`src/rtl/hpc3_rnd_dispatch_pkg.sv`:
```
`default_nettype none
// ============================================================================
// hpc3_rnd_dispatch_pkg : shared sizing helpers for the HPC3 randomness path
// Rev 1.0
// ============================================================================
package hpc3_rnd_dispatch_pkg;

  // Buffer operation selected each cycle, encoded as {push, pop}.
  typedef enum logic [1:0] {
    BUF_HOLD = 2'b00,
    BUF_POP  = 2'b01,
    BUF_PUSH = 2'b10,
    BUF_BOTH = 2'b11
  } buf_op_e;

  // One HPC3 gadget needs d(d-1)/2 bits for r and the same again for r'.
  function automatic int hpc3_rnd_bits(input int shares);
    return shares * (shares - 1);
  endfunction

  function automatic int out_width(input int shares, input int ngadgets);
    return ngadgets * hpc3_rnd_bits(shares);
  endfunction

  function automatic int clog2_fn(input int value);
    int r;
    r = 0;
    while ((1 << r) < value) r++;
    return r;
  endfunction

endpackage
`default_nettype wire

```
`src/rtl/hpc3_rnd_dispatch_rnd_bitbuf.sv`:
```
`default_nettype none
// ============================================================================
// hpc3_rnd_dispatch_rnd_bitbuf : LSB-first bit FIFO with fixed push/pop widths
// Rev 1.0
// ============================================================================
module hpc3_rnd_dispatch_rnd_bitbuf
  import hpc3_rnd_dispatch_pkg::*;
#(
  parameter int BUF_W  = 64,
  parameter int PUSH_W = 32,
  parameter int POP_W  = 8,
  parameter int LVL_W  = 7
) (
  input  logic              clk,
  input  logic              rst_n,
  input  logic              clr_i,
  input  logic              push_i,
  input  logic [PUSH_W-1:0] push_data_i,
  input  logic              pop_i,
  output logic [POP_W-1:0]  slice_o,
  output logic [LVL_W-1:0]  level_o
);

  logic [BUF_W-1:0] data_q, data_d, push_ext;
  logic [LVL_W-1:0] level_q, level_d;
  buf_op_e          op;

  assign push_ext = BUF_W'(push_data_i);
  assign op       = buf_op_e'({push_i, pop_i});

  // Bits above level stay zero, so a new word can simply be OR-ed in place.
  always_comb begin
    data_d  = data_q;
    level_d = level_q;
    if (clr_i) begin
      data_d  = '0;
      level_d = '0;
    end else begin
      case (op)
        BUF_POP: begin
          data_d  = data_q >> POP_W;
          level_d = level_q - LVL_W'(POP_W);
        end
        BUF_PUSH: begin
          data_d  = data_q | (push_ext << level_q);
          level_d = level_q + LVL_W'(PUSH_W);
        end
        BUF_BOTH: begin
          data_d  = (data_q >> POP_W) | (push_ext << (level_q - LVL_W'(POP_W)));
          level_d = level_q + LVL_W'(PUSH_W) - LVL_W'(POP_W);
        end
        default: ;
      endcase
    end
  end

  always_ff @(posedge clk or negedge rst_n) begin
    if (!rst_n) begin
      data_q  <= '0;
      level_q <= '0;
    end else begin
      data_q  <= data_d;
      level_q <= level_d;
    end
  end

  assign slice_o = data_q[POP_W-1:0];
  assign level_o = level_q;

endmodule
`default_nettype wire

```
`src/rtl/hpc3_rnd_dispatch.sv`:
```
`default_nettype none
// ============================================================================
// hpc3_rnd_dispatch : PRNG-to-HPC3 randomness dispatcher, each bit used once
// Rev 1.0
// ============================================================================
module hpc3_rnd_dispatch
  import hpc3_rnd_dispatch_pkg::*;
#(
  parameter  int D        = 2,
  parameter  int NGADGETS = 4,
  parameter  int PRNG_W   = 32,
  parameter  int BUF_W    = 64,
  localparam int HPC3RND  = hpc3_rnd_bits(D),
  localparam int OUT_W    = NGADGETS * HPC3RND,
  localparam int LVL_W    = clog2_fn(BUF_W + 1)
) (
  input  logic              clk,
  input  logic              rst_n,
  input  logic [PRNG_W-1:0] prng_data,
  input  logic              prng_valid,
  output logic              prng_ready,
  input  logic              flush,
  input  logic              rnd_ready,
  output logic              rnd_valid,
  output logic [OUT_W-1:0]  rnd,
  output logic [LVL_W-1:0]  level
);

  if (BUF_W < PRNG_W + OUT_W - 1) begin : g_bad_buf_w
    $error("hpc3_rnd_dispatch: BUF_W must be >= PRNG_W+OUT_W-1");
  end

  logic push, consume;

  // Both flags depend on level alone, keeping rnd_ready off the PRNG path.
  assign prng_ready = (level <= LVL_W'(BUF_W - PRNG_W));
  assign rnd_valid  = (level >= LVL_W'(OUT_W));

  // A flushing cycle accepts the PRNG word but drops it.
  assign push    = prng_valid & prng_ready & ~flush;
  assign consume = rnd_valid & rnd_ready & ~flush;

  hpc3_rnd_dispatch_rnd_bitbuf #(
    .BUF_W  (BUF_W),
    .PUSH_W (PRNG_W),
    .POP_W  (OUT_W),
    .LVL_W  (LVL_W)
  ) u_bitbuf (
    .clk         (clk),
    .rst_n       (rst_n),
    .clr_i       (flush),
    .push_i      (push),
    .push_data_i (prng_data),
    .pop_i       (consume),
    .slice_o     (rnd),
    .level_o     (level)
  );

endmodule
`default_nettype wire

```
`config.mk`:
```
export PLATFORM = sky130hd
export DESIGN_NAME = hpc3_rnd_dispatch
export DESIGN_NICKNAME = d
export VERILOG_FILES = /design/src/rtl/hpc3_rnd_dispatch_pkg.sv /design/src/rtl/hpc3_rnd_dispatch_rnd_bitbuf.sv /design/src/rtl/hpc3_rnd_dispatch.sv
export SDC_FILE = /design/constraint.sdc
export NUM_CORES = 1
export LEC_CHECK = 0
export ABC_AREA = 0
export CAP_MARGIN = 20
export CORE_ASPECT_RATIO = 0.8
export CORE_MARGIN = 1
export CORE_UTILIZATION = 52
export DETAILED_ROUTE_END_ITERATION = 12
export PLACE_DENSITY = 0.82
export SLEW_MARGIN = 20
export SYNTH_ARGS = -nofsm -noshare
export SYNTH_HDL_FRONTEND = slang
export SYNTH_SLANG_ARGS = --single-unit
```
`constraint.sdc`:
```
create_clock -name clk -period 3.57 [get_ports clk]
set_input_delay 0.8925 -clock clk [delete_from_list [all_inputs] [get_ports clk]]
set_output_delay 0.8925 -clock clk [all_outputs]
set_load 0.005 [all_outputs]
```
## Word level (Yosys, flattened, before mapping)

Index checks and enable logic that the tools add are counted.

| cells by class | value |
|---|---|
| mux-type cells | 4 |
| equal/unequal tests | 3 |
| reduce and logical (&&, ||, !) cells | 1 |
| bitwise logic cells | 7 |
| multiply operators | 0 |
| add/subtract/negate cells | 3 |
| shift-type cells | 2 |
| div/mod/pow operators | 0 |
| $lt $le $gt $ge | 2 |

Operator list:

| cell | count |
|---|---|
| 64-bit one-hot mux with 3 select lines | 1 |
| 32-bit by 7-bit << shifter with 64-bit output | 2 |
| 64-bit 2-to-1 mux | 1 |
| 56-bit by 64-bit OR with 64-bit output | 1 |
| 64-bit OR | 1 |
| 7-bit one-hot mux with 3 select lines | 1 |
| 7-bit by 4-bit subtractor with 7-bit output, second input constant | 2 |
| 7-bit by 6-bit adder with 7-bit output, second input constant | 1 |
| 7-bit by 4-bit greater-or-equal comparator with 1-bit output, second input constant | 1 |
| 7-bit by 6-bit less-or-equal comparator with 1-bit output, second input constant | 1 |
| 7-bit 2-to-1 mux | 1 |
| 1-bit AND | 4 |
| 2-bit == test, second input constant | 2 |
| 4-bit nonzero test | 1 |
| 2-bit by 1-bit == test with 1-bit output, second input constant | 1 |
| 1-bit inverter | 1 |

| storage, ports and cells | value |
|---|---|
| bits in registers | 71 |
| bits in latches | 0 |
| memory bits (read-only) | 0 |
| memories kept | 0 |
| logic and storage cells | 24 |
| bits of input ports | 37 |
| bits in writable memories | 0 |

## Depth between registers and ports, before layout

Gate-level depths: netlist of the first run.

| depth | value |
|---|---|
| depth after elaboration | 6 |
| mapped depth | 13 |

## Hierarchy

From an unflattened synthesis of the first run, not the netlist that was laid out.

| unflattened totals | value |
|---|---|
| cell total of the unflattened synthesis | 665 |
| area, all modules | 5547.8 um2 |

Modules (own cells, without submodules):

| module | times used | cells an instance | area an instance (um2) |
|---|---|---|---|
| hpc3_rnd_dispatch_rnd_bitbuf | 1 | 658 | 5475.3 |
| hpc3_rnd_dispatch | 1 | 7 | 72.6 |

## Least setup slack after synthesis of the first run

OpenSTA, ideal clock, no wires.

| timing path | value |
|---|---|
| path type | register -> register |
| start | register u_bitbuf.level_q[4], in the netlist u_bitbuf.level_o[4] |
| end | register u_bitbuf.data_q[55] |
| cell stages (with the launch flop) | 12 |
| period minus slack after synthesis | 2.628 ns |
| required time | 3.449 ns |
| arrival time | 2.507 ns |
| slack | 0.942 ns |
| setup time | 0.121 ns |
| path through | dfrtp_1 buf_4 buf_6 buf_6 inv_2 ha_1 buf_2 mux2_2 a22oi_1 o21ai_0 a221o_1 a22o_1 |

| between the ends | value |
|---|---|
| longest elaborated chain between the ends | 6 |

RTL lines:

| item | line | RTL |
|---|---|---|
| start: declaration | hpc3_rnd_dispatch_rnd_bitbuf.sv:25 | `logic [LVL_W-1:0] level_q, level_d;` |
| start signal: assignment | hpc3_rnd_dispatch_rnd_bitbuf.sv:63 | `level_q <= level_d;` |
| parallel branches: the longest is 6 deep, another holds 7-bit by 4-bit subtractor with 7-bit output | -- |  |
| end signal: assignment | hpc3_rnd_dispatch_rnd_bitbuf.sv:62 | `data_q <= data_d;` |
| end: declaration | hpc3_rnd_dispatch_rnd_bitbuf.sv:24 | `logic [BUF_W-1:0] data_q, data_d, push_ext;` |

Several ways; the timed one is not identified.
A chain may end at the register's enable or synchronous reset.

## Worst setup path in the final report of the first run

| timing path | value |
|---|---|
| start | register u_bitbuf.level_q[3], in the netlist u_bitbuf.level_o[3] |
| end | output port rnd_valid |

| between the ends | value |
|---|---|
| longest elaborated chain between the ends | 1 |

RTL lines:

| item | line | RTL |
|---|---|---|
| 7-bit by 4-bit greater-or-equal comparator with 1-bit output | hpc3_rnd_dispatch.sv:37 | `assign rnd_valid = (level >= LVL_W'(OUT_W));` |
| end: declaration | hpc3_rnd_dispatch.sv:24 | `output logic rnd_valid,` |

Every way passes these cells.

==> out/metrics.cfg, run 1 <==
[run_status]
status=completed

[drt]
totalWireLength_um=21500
drt_iter0_markers=1188
wl_per_cell_um=24.77
vias_per_cell=7.248
drc=0
firstDrtPassIters=6
postRouteAntennaNets=0
num_vias=6291

[power_and_ir_drop]
comb_power_share=0.674
ir_drop_v=0.0004834
powerDensity_nw_per_um2=999.2
intPower_mw=3.260
cellLeakagePower_nw=2.550
power.share.switching=0.5137
p_sw_mw=3.444
pwr-share-clk=0.133
sequentialPowerShare=0.193

[grt]
grt_pass1_vias=5921
grt_pass1_wl_um=33630
antenna_found_initial=0
grt_max_degree=132
grt_overflow_total=0
grt_use_total=0.3697

[yosys]
avgSynthCellArea_um2=8.310
syn_inst=715
synthSimpleGateAreaFrac=0.1842
synth_xor_area_frac=0.009476
yosys_warnings=0
yosysSeqAreaShare=0.2864
synth_cell_types=73
synthFlopType=dfrtp_1
ys_seq_elements=68
synth_mux_area_frac=0.1175
netlist_area_um2=5942
async_reset_ff_frac=1.000
synth_compound_area_frac=0.3081
synth_enable_flop_cells=0
synth_top_family_by_area=compound AO/OA/AOI/OAI gates
synthAdderAreaFrac=0.006317

[final_layout]
fillers=958
drive_gt1_frac=0.1188
area_delta_synth_final_pct=12.91
nets=759
num_antenna_cells=0
post-route-util=0.6113

[sta]
fin_crit_ps=3095
finalCritPeriodShare=0.8670
fin_tns_setup_ps=0
drv_slew=0
finalHoldViolCount=0
fmax_mhz=323.1
slew_headroom=0.3464
worstMarginPinSlew_ps=967.3
rsz0062_at_grt=no
clock-skew-final_ps=6.189
setup_viol=0

[clock_tree]
cts_tree=done
clock_sinks=68
clockBufferDepth=2
cts_setup_buffers=0
clock_latency_ps=340
clk_pin_slew_ps=60
cts_max_level=3
cts_buffers=9
cts-resized-gates=0
ctsHoldBuffers=0
clock-root-buffer=clkbuf_16

[placement]
hpwl_um=13700
gp_congestion=0.9292
io_buffers=50

[critical_path]
path_class=reg -> out
cp_max_fo=13
required_ps=2680
endpoint_kind=primary output
cp.arrival_ps=2200
start_kind=flip-flop

[floorplan]
start_util=0.5414
coreArea_um2=10980
fp-row-count=34
die_area_um2=11860
io_pins=54
die_h_um=97.61
dieWidth_um=121.5

[min_path]
hold_class=reg -> reg

[job]
cap_violations=0

==> metal layers <==
| metal | part of all wire | vias up | wire length [µm] | GRT usage |
|---|---|---|---|---|
| met3 | 0.15 | 80 | 3266 | 0.1273 |
| met2 | 0.41 | 499 | 8893 | 0.5184 |
| met1 | 0.40 | 2972 | 8506 | 0.5144 |
| met4 | 0.039 | 0 | 830 | 0.1453 |
| li1 | - | 2740 | - | - |
| met5 | 0 | - | 0 | 0 |
==> cell families (layout without fill, tap and decap cells) <==
kind of cell,Yosys count,count (layout)
buffers and inverters,97,104
DFF,68,68
adders and majority gates,3,3
AOI/OAI and AO/OA,263,263
xor gates and xnor gates,4,4
other,1,3
and+or+nand+nor,212,212
muxes,67,67
==> worst max-delay path, cell delays in order (launching register included) <==
cell	delay [ps]
dfrtp_4	570
inv_2	220
ha_2	340
nand3b_1	210
clkdlybuf4s50_1	520
==> final timing paths <==
check	slack, ps	start	cells past startpoint	endpoint
setup / recovery	470	u_bitbuf.level_o[3]	4	rnd_valid
hold / removal	500	u_bitbuf.data_q[60]	2	u_bitbuf.data_q[60]
setup reg to reg	550	u_bitbuf.level_o[3]	7	u_bitbuf.data_q[4]
hold reg to reg	500	u_bitbuf.data_q[60]	2	u_bitbuf.data_q[60]
max in group asynchronous	2200	rst_n	2	u_bitbuf.level_o[3]
min in group asynchronous	660	rst_n	1	u_bitbuf.data_q[0]
==> stage by stage <==
step                cell area [µm²]  hold WS [ps]  cells  power (mW)  setup WS, ps
global route                   6709         534.7    868       7.033         419.9
finish                         6709         503.1    868       6.704         474.7
global placement               6420         470.0    852       5.527         679.1
detailed placement             6420         488.3    852       5.606         676.7
floorplan                      5949         456.0    717       4.419         941.8
CTS                            6709         500.5    868       6.504         512.5
==> registers in the layout, summed over array words and instances (netlist names) <==
signal,count
u_bitbuf.data_q,64
u_bitbuf.level_o,4
==> final cells by class <==
type / count / area, µm² / area share
clock inverters: 4 / 22.52 / 0.003357
well taps: 144 / 180.2 / 0.02686
multi-input cells: 552 / 3742 / 0.5578
repair buffers: 79 / 758.2 / 0.1130
flip-flops and latches: 68 / 1705 / 0.2542
inverters: 9 / 33.78 / 0.005035
clock buffers: 12 / 266.5 / 0.03972
==> power by group through the flow <==
| stage | Sequential, mW | Combinational [mW] | Clock, mW |
|---|---|---|---|
| after floorplan | 1.20 | 3.21 | 0 |
| after global placement | 1.28 | 4.25 | 0 |
| after detailed placement | 1.29 | 4.32 | 0 |
| after CTS | 1.28 | 4.35 | 0.882 |
| after global routing | 1.32 | 4.81 | 0.911 |
| final | 1.29 | 4.52 | 0.892 |
==> synth_stat cells (24+ instances only) <==
library cell,instances,area [µm²]
buf_2,34,170.2
a21oi_1,48,240.2
a211oi_1,74,555.5
nand3_1,28,140.1
dfrtp_1,68,1702
nand2_1,35,131.4
nor2_1,37,138.9
o21ai_0,25,125.1
nor3_1,50,250.2
buf_4,24,180.2
clkbuf_1,26,97.59
mux2i_1,45,450.4
==> cells in the final DEF, fill, tap and decap left out, drive strengths merged, types with 4 or more instances in the layout <==
cell,instances
or3,6
mux2i,45
nor2b,9
o211ai,6
nor2,40
nand2,36
and3,14
clkinv,4
inv,8
a22o,10
a221o,7
o31a,5
dfrtp,68
o21ai,47
buf,31
nand4,4
clkdlybuf4s50,48
nor3,51
a21oi,49
nand3,28
o22ai,11
mux2,22
a311oi,9
o21a,6
a211oi,75
o31ai,4
nand2b,8
clkbuf,12
a22oi,8
Power figures use the tool's default switching activity.
==> run 2: changes to the inputs <==
Settings changed: CORE_MARGIN 1 to 2.
==> out/metrics.cfg, run 2 (synthesized netlist as in run 1, its figures left out) <==
[clock_tree]
clock_latency_ps=350
cts_tree=done
clockBufferDepth=2
cts_setup_buffers=0
ctsHoldBuffers=0
clock_sinks=68
clk_pin_slew_ps=60
clock-root-buffer=clkbuf_16
cts_buffers=9
cts_max_level=3
cts-resized-gates=0

[drt]
drt_iter0_markers=1003
postRouteAntennaNets=0
wl_per_cell_um=24.85
totalWireLength_um=21590
drc=0
firstDrtPassIters=7
num_vias=6359
vias_per_cell=7.318

[critical_path]
slowest_stage=dfrtp_4
required_ps=2680
path_cells=inv_2, ha_2, nand3b_1, clkdlybuf4s50_1
cpPeakStageDelay_ps=700
cp_max_fo=36
cp_top_family=buffers and inverters
endpoint_kind=primary output
start_kind=flip-flop
cp.arrival_ps=2270
path_class=reg -> out
critical_path_buf_inv_count=2

[sta]
setup_ws_ps=408.2
fmax_mhz=316.3
finalHoldViolCount=0
setup_viol=0
slew_headroom=0.2389
drv_slew=0
holdWs_ps=498.9
clock-skew-final_ps=5.756
fin_crit_ps=3162
rsz0062_at_grt=no
finalCritPeriodShare=0.8856
fin_tns_setup_ps=0
worstMarginPinSlew_ps=1126

[min_path]
hold_class=reg -> reg

[grt]
antenna_found_initial=0
grt_pass1_wl_um=33600
grt_max_degree=109
grt_overflow_total=0
grt_pass1_vias=6080
grt_use_total=0.3570

[power_and_ir_drop]
cellLeakagePower_nw=2.565
power.share.switching=0.5023
comb_power_share=0.656
intPower_mw=3.377
sequentialPowerShare=0.197
pwr-share-clk=0.147
p_sw_mw=3.408
powerDensity_nw_per_um2=1008
ir_drop_v=0.0004665
p_total_mw=6.785

[floorplan]
fp-row-count=34
dieWidth_um=123.5
start_util=0.5393
die_h_um=99.61
io_pins=54
die_area_um2=12300
coreArea_um2=11020

[final_layout]
num_antenna_cells=0
layout_commonest_cell=a211oi_1
final_cell_mix=74 x a211oi_1, 67 x dfrtp_1, 50 x nor3_1
fin_cells=869
largest_reg_flops=64
drive_gt1_frac=0.1186
nets=760
largest-register=u_bitbuf.data_q
area_delta_synth_final_pct=13.31

[placement]
dpl_worst_slack_ps=686.6
dp_cells=853
io_buffers=50
hpwl_um=13970
gp_congestion=1.014

[run_status]
status=completed

[job]
cap_violations=0

-- run 2: per-stage QoR --
stage	utilization	cell area (µm²)
floorplan	-	5949
global placement	0.5822	6415
detailed placement	0.5822	6415
CTS	0.6111	6733
global route	0.6111	6733
finish	0.6111	6733
-- run 2: final cells by class --
cell class / count / area, µm²
multi-input combinational: 552 / 3742
inverter: 9 / 33.78
sequential: 68 / 1705
clock buffer: 11 / 242.7
timing repair buffer: 80 / 753.2
clock inverter: 5 / 75.07
tap: 144 / 180.2
fill: 946 / 4285
-- run 2: routing by layer --
metal | track usage | wire length, µm
met5 | 0 | 0
met4 | 0.1503 | 915
met3 | 0.1170 | 3068
met2 | 0.4979 | 9027
met1 | 0.5038 | 8580
-- run 2: path summary, 6_finish.rpt --
kind / from / endpoint / slack [ps] / cells after the start
hold reg to reg: u_bitbuf.data_q[60] / u_bitbuf.data_q[60] / 500 / 2
setup / recovery: u_bitbuf.level_o[3] / rnd_valid / 410 / 4
hold / removal: u_bitbuf.data_q[60] / u_bitbuf.data_q[60] / 500 / 2
setup reg to reg: u_bitbuf.level_o[3] / u_bitbuf.data_q[54] / 410 / 7
min in group asynchronous: rst_n / u_bitbuf.level_o[3] / 600 / 2
max in group asynchronous: rst_n / u_bitbuf.data_q[5] / 2600 / 2
-- run 2: tightest hold or removal path: cells and delay by family (launching register included) --
| kind | cells | cell delay (ps) |
|---|---|---|
| compound gates | 1 | 70 |
| simple gates | 1 | 50 |
| flops | 1 | 340 |
-- run 2: power by group through the flow --
stage / combinational (mW) / clock (mW) / sequential, mW
detailed placement: 4.26 / 0 / 1.33
finish: 4.45 / 0.996 / 1.34
CTS: 4.28 / 0.992 / 1.32
global placement: 4.16 / 0 / 1.32
floorplan: 3.21 / 0 / 1.20
global route: 4.74 / 1.03 / 1.36
